[config.mk]
export PLATFORM = sky130hd
export DESIGN_NAME = axis_uart_tx_flat
export DESIGN_NICKNAME = d
export VERILOG_FILES = /design/src/rtl/axis_uart_tx_if.sv /design/src/rtl/axis_uart_tx.sv /design/src/flat_wrapper.sv
export SDC_FILE = /design/constraint.sdc
export NUM_CORES = 1
export LEC_CHECK = 0
export ABC_AREA = 1
export BUFFER_PORTS_ARGS = -buffer_cell sky130_fd_sc_hd__buf_2
export CORE_ASPECT_RATIO = 1.2
export CORE_UTILIZATION = 45
export DETAILED_ROUTE_END_ITERATION = 8
export PLACE_DENSITY = 0.62
export SETUP_SLACK_MARGIN = 0.05
export SLEW_MARGIN = 20
export SYNTH_ARGS = -nofsm -noshare
export SYNTH_HDL_FRONTEND = slang
export SYNTH_SLANG_ARGS = --single-unit
export TNS_END_PERCENT = 5
[constraint.sdc]
create_clock -name i_clk -period 2.7 [get_ports i_clk]
set_input_delay 0.27 -clock i_clk [delete_from_list [all_inputs] [get_ports i_clk]]
set_output_delay 0.27 -clock i_clk [all_outputs]
set_load 0.01 [all_outputs]
[src/rtl/axis_uart_tx_if.sv]
// AXI-Stream byte channel feeding the UART transmitter.
interface axis_uart_tx_if;
  logic [7:0] tdata;
  logic       tlast;
  logic       tvalid;
  logic       tready;

  modport master (output tdata, output tlast, output tvalid, input tready);
  modport slave  (input tdata, input tlast, input tvalid, output tready);
endinterface

[src/rtl/axis_uart_tx.sv]
// AXI-Stream to UART transmitter: FIFO-buffered bytes serialised as
// start / DATA_BITS (LSB first) / optional parity / STOP_BITS frames.
module axis_uart_tx #(
  parameter int unsigned CLK_FREQ   = 16000000,
  parameter int unsigned BAUD_RATE  = 57600,
  parameter int unsigned DATA_BITS  = 8,
  parameter int unsigned PARITY     = 0,
  parameter int unsigned STOP_BITS  = 1,
  parameter int unsigned FIFO_DEPTH = 4
) (
  input  logic                          i_clk,
  input  logic                          i_rst_n,
  axis_uart_tx_if.slave                 s_axis,
  output logic                          o_uart_tx,
  output logic                          o_busy,
  output logic                          o_pkt_done,
  output logic [$clog2(FIFO_DEPTH):0]   o_fifo_level
);

  localparam int unsigned DIV = CLK_FREQ / BAUD_RATE;
  localparam int unsigned AW  = $clog2(FIFO_DEPTH);
  localparam int unsigned CW  = (DIV < 2) ? 1 : $clog2(DIV);
  localparam int unsigned EW  = DATA_BITS + 1;

  if (DIV < 2) begin : g_div_chk
    $error("axis_uart_tx: CLK_FREQ/BAUD_RATE must be at least 2");
  end
  if (DATA_BITS < 5 || DATA_BITS > 8) begin : g_bits_chk
    $error("axis_uart_tx: DATA_BITS must be 5..8");
  end
  if (PARITY > 2) begin : g_par_chk
    $error("axis_uart_tx: PARITY must be 0, 1 or 2");
  end
  if (STOP_BITS < 1 || STOP_BITS > 2) begin : g_stop_chk
    $error("axis_uart_tx: STOP_BITS must be 1 or 2");
  end
  if (FIFO_DEPTH < 2 || (FIFO_DEPTH & (FIFO_DEPTH - 1)) != 0) begin : g_depth_chk
    $error("axis_uart_tx: FIFO_DEPTH must be a power of two >= 2");
  end

  typedef logic [AW-1:0] ptr_t;
  typedef logic [AW:0]   lvl_t;
  typedef logic [CW-1:0] cnt_t;

  typedef enum logic [2:0] {
    S_IDLE,
    S_START,
    S_DATA,
    S_PARITY,
    S_STOP
  } state_t;

  localparam lvl_t       LVL_FULL = lvl_t'(FIFO_DEPTH);
  localparam cnt_t       DIV_M1   = cnt_t'(DIV - 1);
  localparam logic [3:0] DB_M1    = 4'(DATA_BITS - 1);
  localparam logic [3:0] SB_M1    = 4'(STOP_BITS - 1);

  // ---------------- FIFO ----------------
  logic [EW-1:0]        mem [FIFO_DEPTH];
  ptr_t                 wr_ptr;
  ptr_t                 rd_ptr;
  lvl_t                 level;
  logic                 push;
  logic                 pop;
  logic                 empty;
  logic [DATA_BITS-1:0] head_data;
  logic                 head_last;
  logic                 tdata_unused;

  assign empty         = (level == '0);
  assign s_axis.tready = (level != LVL_FULL);
  assign push          = s_axis.tvalid & s_axis.tready;
  assign head_data     = mem[rd_ptr][DATA_BITS-1:0];
  assign head_last     = mem[rd_ptr][DATA_BITS];
  assign tdata_unused  = ^(s_axis.tdata >> DATA_BITS);
  assign o_fifo_level  = level;

  always_ff @(posedge i_clk) begin
    if (push) begin
      mem[wr_ptr] <= {s_axis.tlast, s_axis.tdata[DATA_BITS-1:0]};
    end
  end

  always_ff @(posedge i_clk or negedge i_rst_n) begin
    if (!i_rst_n) begin
      wr_ptr <= '0;
      rd_ptr <= '0;
      level  <= '0;
    end else begin
      if (push) wr_ptr <= wr_ptr + ptr_t'(1);
      if (pop)  rd_ptr <= rd_ptr + ptr_t'(1);
      case ({push, pop})
        2'b10:   level <= level + lvl_t'(1);
        2'b01:   level <= level - lvl_t'(1);
        default: level <= level;
      endcase
    end
  end

  // ---------------- Frame FSM ----------------
  state_t               state, state_n;
  cnt_t                 baud_cnt, baud_n;
  logic [3:0]           bit_cnt, bit_n;
  logic [DATA_BITS-1:0] shreg, shreg_n;
  logic                 par_bit, par_n;
  logic                 frm_last, last_n;
  logic                 line_n;
  logic                 pkt_n;
  logic                 bit_end;

  assign bit_end = (baud_cnt == '0);

  always_comb begin
    state_n = state;
    baud_n  = bit_end ? DIV_M1 : baud_cnt - cnt_t'(1);
    bit_n   = bit_cnt;
    shreg_n = shreg;
    par_n   = par_bit;
    last_n  = frm_last;
    line_n  = 1'b1;
    pkt_n   = 1'b0;
    pop     = 1'b0;

    case (state)
      S_IDLE: begin
        baud_n = DIV_M1;
        if (!empty) begin
          pop     = 1'b1;
          state_n = S_START;
        end
      end
      S_START: begin
        line_n = 1'b0;
        if (bit_end) begin
          bit_n   = '0;
          state_n = S_DATA;
        end
      end
      S_DATA: begin
        line_n = shreg[0];
        if (bit_end) begin
          shreg_n = shreg >> 1;
          if (bit_cnt == DB_M1) begin
            bit_n   = '0;
            state_n = (PARITY != 0) ? S_PARITY : S_STOP;
          end else begin
            bit_n = bit_cnt + 4'd1;
          end
        end
      end
      S_PARITY: begin
        line_n = par_bit;
        if (bit_end) state_n = S_STOP;
      end
      S_STOP: begin
        if (bit_end) begin
          if (bit_cnt == SB_M1) begin
            // back-to-back frames: pop on the last stop clock, no idle gap
            pkt_n   = frm_last;
            bit_n   = '0;
            pop     = !empty;
            state_n = empty ? S_IDLE : S_START;
          end else begin
            bit_n = bit_cnt + 4'd1;
          end
        end
      end
      default: state_n = S_IDLE;
    endcase

    if (pop) begin
      shreg_n = head_data;
      par_n   = (PARITY == 1) ? ~(^head_data) : ^head_data;
      last_n  = head_last;
    end
  end

  // Line, busy and pkt_done are registered one clock behind the FSM so the
  // three stay aligned with the bit actually on the wire.
  always_ff @(posedge i_clk or negedge i_rst_n) begin
    if (!i_rst_n) begin
      state      <= S_IDLE;
      baud_cnt   <= DIV_M1;
      bit_cnt    <= '0;
      shreg      <= '0;
      par_bit    <= 1'b0;
      frm_last   <= 1'b0;
      o_uart_tx  <= 1'b1;
      o_pkt_done <= 1'b0;
      o_busy     <= 1'b0;
    end else begin
      state      <= state_n;
      baud_cnt   <= baud_n;
      bit_cnt    <= bit_n;
      shreg      <= shreg_n;
      par_bit    <= par_n;
      frm_last   <= last_n;
      o_uart_tx  <= line_n;
      o_pkt_done <= pkt_n;
      o_busy     <= (state != S_IDLE) || !empty;
    end
  end

endmodule

[src/flat_wrapper.sv]
// flat-port wrapper written by rule: the top's interface ports become plain ports
module axis_uart_tx_flat 
#(
  parameter int unsigned CLK_FREQ   = 16000000,
  parameter int unsigned BAUD_RATE  = 57600,
  parameter int unsigned DATA_BITS  = 8,
  parameter int unsigned PARITY     = 0,
  parameter int unsigned STOP_BITS  = 1,
  parameter int unsigned FIFO_DEPTH = 4
)
  (i_clk, i_rst_n, o_uart_tx, o_busy, o_pkt_done, o_fifo_level, s_axis_tdata, s_axis_tlast, s_axis_tvalid, s_axis_tready);
  axis_uart_tx_if s_axis_i ();
  input  logic i_clk;
  input  logic i_rst_n;
  output logic o_uart_tx;
  output logic o_busy;
  output logic o_pkt_done;
  output logic [$clog2(FIFO_DEPTH):0] o_fifo_level;
  input wire logic [$bits(s_axis_i.tdata)-1:0] s_axis_tdata;
  input wire logic [$bits(s_axis_i.tlast)-1:0] s_axis_tlast;
  input wire logic [$bits(s_axis_i.tvalid)-1:0] s_axis_tvalid;
  output wire logic [$bits(s_axis_i.tready)-1:0] s_axis_tready;
  assign s_axis_i.tdata = s_axis_tdata;
  assign s_axis_i.tlast = s_axis_tlast;
  assign s_axis_i.tvalid = s_axis_tvalid;
  assign s_axis_tready = s_axis_i.tready;
  axis_uart_tx #(.CLK_FREQ(CLK_FREQ), .BAUD_RATE(BAUD_RATE), .DATA_BITS(DATA_BITS), .PARITY(PARITY), .STOP_BITS(STOP_BITS), .FIFO_DEPTH(FIFO_DEPTH)) u_core (.i_clk(i_clk), .i_rst_n(i_rst_n), .s_axis(s_axis_i), .o_uart_tx(o_uart_tx), .o_busy(o_busy), .o_pkt_done(o_pkt_done), .o_fifo_level(o_fifo_level));
endmodule
* Word-level counts from Yosys, hierarchy flattened
Memories as Yosys holds them, arrays and structs flattened. Cells that the tools add are included.
Cells by class: bitwise gates (word level) 1, mux-type cells 31, add/sub/neg operators 6, multipliers 0, eq/ne operators 15, divide/modulo/power cells 0, shifts and indexed selects 0, reduce and logical (&&, ||, !) cells 15, order comparisons 0
Operators with widths (count):
- 2-to-1 mux 8 bit | 3
- 2-to-1 mux 3 bit | 7
- 2-to-1 mux 4 bit | 5
- 2-to-1 mux 9 bit | 2
- one-hot mux 3 bit (5 select lines) | 1
- inequality test 2 x 1 -> 1 bit, second input constant | 6
- one-hot mux 4 bit (3 select lines) | 1
- zero test 9 bit | 1
- 2-to-1 mux 1 bit | 9
- subtractor 9 x 1 -> 9 bit, second input constant | 1
- parity 8 bit | 1
- AND reduction 7 bit | 1
- equality test 3 x 2 -> 1 bit, second input constant | 2
- zero test 3 bit | 2
- one-hot mux 3 bit (2 select lines) | 1
- nonzero test 2 bit | 3
- nonzero test 3 bit | 2
- adder 2 x 1 -> 2 bit, second input constant | 2
- adder 4 x 1 -> 4 bit, second input constant | 1
- equality test 4 x 3 -> 1 bit, second input constant | 1
- zero test 4 bit | 1
- AND reduction 4 bit | 1
- adder 3 x 1 -> 3 bit, second input constant | 1
- equality test 3 x 1 -> 1 bit, second input constant | 1
- 12 further kinds | 12
Storage, ports and cells: output and inout bits 7, bits in latches 0, bits in writable memories 36, register bits after elaboration 36, logic and storage cells 81, memories 1, bits in read-only memories 0
Memories:
- u_core.mem | words 4, bits a word 9, read ports 1, clocked after Yosys merged registers in 0, write ports 1, RTL line axis_uart_tx.sv:59 | logic [EW-1:0] mem [FIFO_DEPTH];

* Logic depth before layout (Yosys ltp)
depth in word-level cells 7, mapped depth 13

* Least setup slack after synthesis
Ideal clock, no wire load.
kind register to register, start reg u_core.baud_cnt[0], end reg u_core.level[2] (netlist: u_core.o_fifo_level[2]), arrival 1989 ps, buffers on the path 0, setup time 126 ps, required time 2574 ps, path slack 585 ps, stages on the path, launching flop included 13, path through dfrtp_1 -> inv_1 -> ha_1 -> nand3_1 -> nor2_4 -> nand4_2 -> nand2_4 -> ha_1 -> inv_1 -> fa_1 -> a21oi_1 -> o21ai_0 -> xnor2_1
Between the ends: cells in the longest elaborated chain, start to end 5
Ends and longest elaborated chain:
- start, declared | RTL line axis_uart_tx.sv:102 | cnt_t baud_cnt, baud_n;
- start signal, assigned | RTL line axis_uart_tx.sv:193 | baud_cnt <= baud_n;
- zero test 9 bit * | RTL line axis_uart_tx.sv:111 | assign bit_end = (baud_cnt == '0);
- 2-to-1 mux 1 bit * | RTL line axis_uart_tx.sv:156 | if (bit_end) begin
- one-hot mux 1 bit (2 select lines) * | RTL line axis_uart_tx.sv:124 | case (state)
- equality test 2 x 1 -> 1 bit or equality test 2 bit (tied branches) | RTL line axis_uart_tx.sv:92 | case ({push, pop})
- one-hot mux 3 bit (2 select lines) or nonzero test 2 bit (tied branches)
- end signal, assigned | RTL line axis_uart_tx.sv:93 | 2'b10: level <= level + lvl_t'(1);
- end signal, assigned | RTL line axis_uart_tx.sv:94 | 2'b01: level <= level - lvl_t'(1);
- end signal, assigned | RTL line axis_uart_tx.sv:95 | default: level <= level;
- end, declared | RTL line axis_uart_tx.sv:62 | lvl_t level;
Every way passes the cells marked *; elsewhere a longest branch is shown, timed or not. A chain may end at the register's enable or synchronous reset.

* Worst setup path in the final report
Ends and elaborated chain as after synthesis.

==> metrics.txt <==
outcome=complete, no violations; Startpoint Class=flop; CP arrival=~2.5 ns; unrepaired setup endpoints after global routing=no; synthesized flop and latch total=between 70 and 80; n_diodes=0; Vias=around 2500; chip width=82.7 um; grt total ovfl=0; Peak VDD IR=0.534 mV; IO Port Bufs=18; Post-Syn Nets=404; DIE HEIGHT=98.8 um; cell area after synthesis=~3500 sq um; PD cells=1140 nW/um^2; Seq/Total Area, Yosys=0.565; CTS Buf Count=9; Core Footprint=roughly 7400 sq um; Synth Instances=382; post-CTS setup buffers=0; H-tree levels=3; Max clock buf depth=2; Clock Latency Late Sink=0.34 ns; Sum Neg Setup Slack=0 ns; max cap viols=0; drt first pass iters=5; number of synthesized flops with an enable pin=36; Req. time, crit path=2.93 ns; routed len/inst=~12 um; static leakage power=1.81 nW; top post-synthesis cells by count=nand2_1 (130), nand3_1 (42), inv_1 (40); area share of the largest cell type after synthesis=0.307; FMAX=440 MHz; WL final=6170 um; Slew headroom=0.477; Place WS=~0.42 ns; post-route ant nets=0; DRC=0; io pins=19; DR iter-0 viols=approximately 100; Crit Path Max Fanout=7; Clock Skew=0.00729 ns; Mean Syn Cell Area=9.21 sq um; Async SR Flop Fraction=0.500; initial antenna violation count=0; Final nets=432; Least-Margin Pin Slew=0.785 ns; yosys warns=0; die area=8170 sq um; clock-pin slew on the worst setup and hold paths=0.08 ns; Final GP Congestion=0.824; # rows=34; setup slack after layout=0.428 ns; dpl hpwl=4410 um; Slew Limit Fails=0; cts repair resizes=0; Synth Flop Type=edfxtp_1; CTS Hold Bufs=0; pin count of the biggest net entering global routing=37; Synth area leader=edfxtp_1; Hold WC Path Type=input port to async pin; CP Class=flop to flop; min Tclk post-route=2.27 ns; CP Capture Type=flop; GRT Util Overall=0.170; Final period util=0.841; CTS tree=yes; DR vias/cell=4.98; Final Hold Fails=0; clk sinks=72; clock root buffer=clkbuf_8; final setup fails=0; vias in the first global route=2363; initial core utilization=0.475; dominant cells by area after synthesis=edfxtp_1 (31%), dfrtp_1 (23%), nand2_1 (14%), nand3_1 (6.0%), inv_1 (4.3%); post-synth cell types=32; first-pass GRT wire length=10400 um; Filler Cell Count=690; Area Growth Syn to Fin=10.5%; most common cell in the netlist=nand2_1; layout cells sized above 1=0.142
worst max-delay path, stage by stage (launching register included):
cell	delay, ns
dfrtp_1	0.38
inv_1	0.09
ha_1	0.15
nand3_1	0.11
nor2_4	0.18
nand4_2	0.12
nand2_4	0.14
ha_1	0.16
inv_1	0.06
fa_1	0.37
a21oi_1	0.14
o21ai_0	0.12
xnor2_1	0.14
state kept, by name, summed over array words and instances, names as in the netlist:
register	flops
u_core.baud_cnt	9
u_core.par_bit	1
u_core.o_fifo_level	3
u_core.o_uart_tx	1
u_core.rd_ptr	2
u_core.o_pkt_done	1
u_core.wr_ptr	2
u_core.shreg	8
u_core.mem	36
u_core.frm_last	1
u_core.o_busy	1
u_core.bit_cnt	4
u_core.state	3
cell usage in the layout, fill, tap and decap left out, types with 2 or more instances in the layout:
master        n
o21ai_0      14
nor2_4        2
nor2_1       25
buf_2        18
nand3_1      42
clkinvlp_4    4
xor2_1        5
buf_4         6
edfxtp_1     36
o211ai_2      6
dfrtp_1      32
clkbuf_8      9
nand2_2       3
nor3_1        3
a21oi_1       5
dfstp_2       4
a31oi_1       3
nand4_1       2
nand2_1     130
inv_1        40
ha_1          9
xnor2_1       3
metal layers:
layer,vias to the layer above,GRT usage,part of all wire
met1,1164,0.200,0.46
met5,-,0,0
met3,16,0.0324,0.024
li1,1303,-,-
met4,0,0.0875,0.024
met2,34,0.289,0.49
layout make-up:
| type | instances | area, sq um | area share |
|---|---|---|---|
| well taps | 90 | 113 | 0.0290 |
| flip-flops and latches | 72 | 1990 | 0.511 |
| inverters | 42 | 160 | 0.0412 |
| clock buffers | 9 | 124 | 0.0319 |
| clock inverters | 7 | 47.5 | 0.0122 |
| repair buffers | 24 | 135 | 0.0348 |
| multi-input cells | 261 | 1320 | 0.340 |
power by group:
part / total (mW) / switching, mW / internal [mW]
Clock: 0.738 / 0.408 / 0.331
Combinational: 1.98 / 1.30 / 0.684
Sequential: 1.70 / 0.187 / 1.51
cells by family after synthesis:
| group | share of synthesized area |
|---|---|
| AO/OA/AOI/OAI | 0.0623 |
| AND/OR/NAND/NOR | 0.255 |
| XOR/XNOR | 0.0199 |
| adder cells (fa/ha/maj) | 0.0377 |
| buffers and inverters | 0.0598 |
| flip-flops | 0.565 |
through the flow:
step,cells,area [sq um],utilization,power [mW],hold slack [ns]
global route,505,3890,0.525,4.82,0.0775
finish,505,3890,0.525,4.42,0.00587
detailed placement,489,3710,0.502,3.72,0.405
CTS,505,3890,0.525,4.46,0.0322
global placement,489,3710,0.502,3.66,0.406
floorplan,382,3520,-,3.28,-0.0256
final timing paths:
check                      depth (start not counted)               start  slack (ns)                endpoint
min in group i_clk                                 1     s_axis_tdata[1]        0.14        u_core.mem[1][1]
max reg2reg                                       12  u_core.baud_cnt[0]        0.43  u_core.o_fifo_level[2]
max in group asynchronous                          1             i_rst_n        2.20  u_core.o_fifo_level[0]
min                                                1             i_rst_n       0.006       u_core.bit_cnt[2]
min reg2reg                                        1  u_core.baud_cnt[0]        0.43      u_core.baud_cnt[0]
max                                               12  u_core.baud_cnt[0]        0.43  u_core.o_fifo_level[2]
No activity file was read; power rests on OpenSTA's default activity.
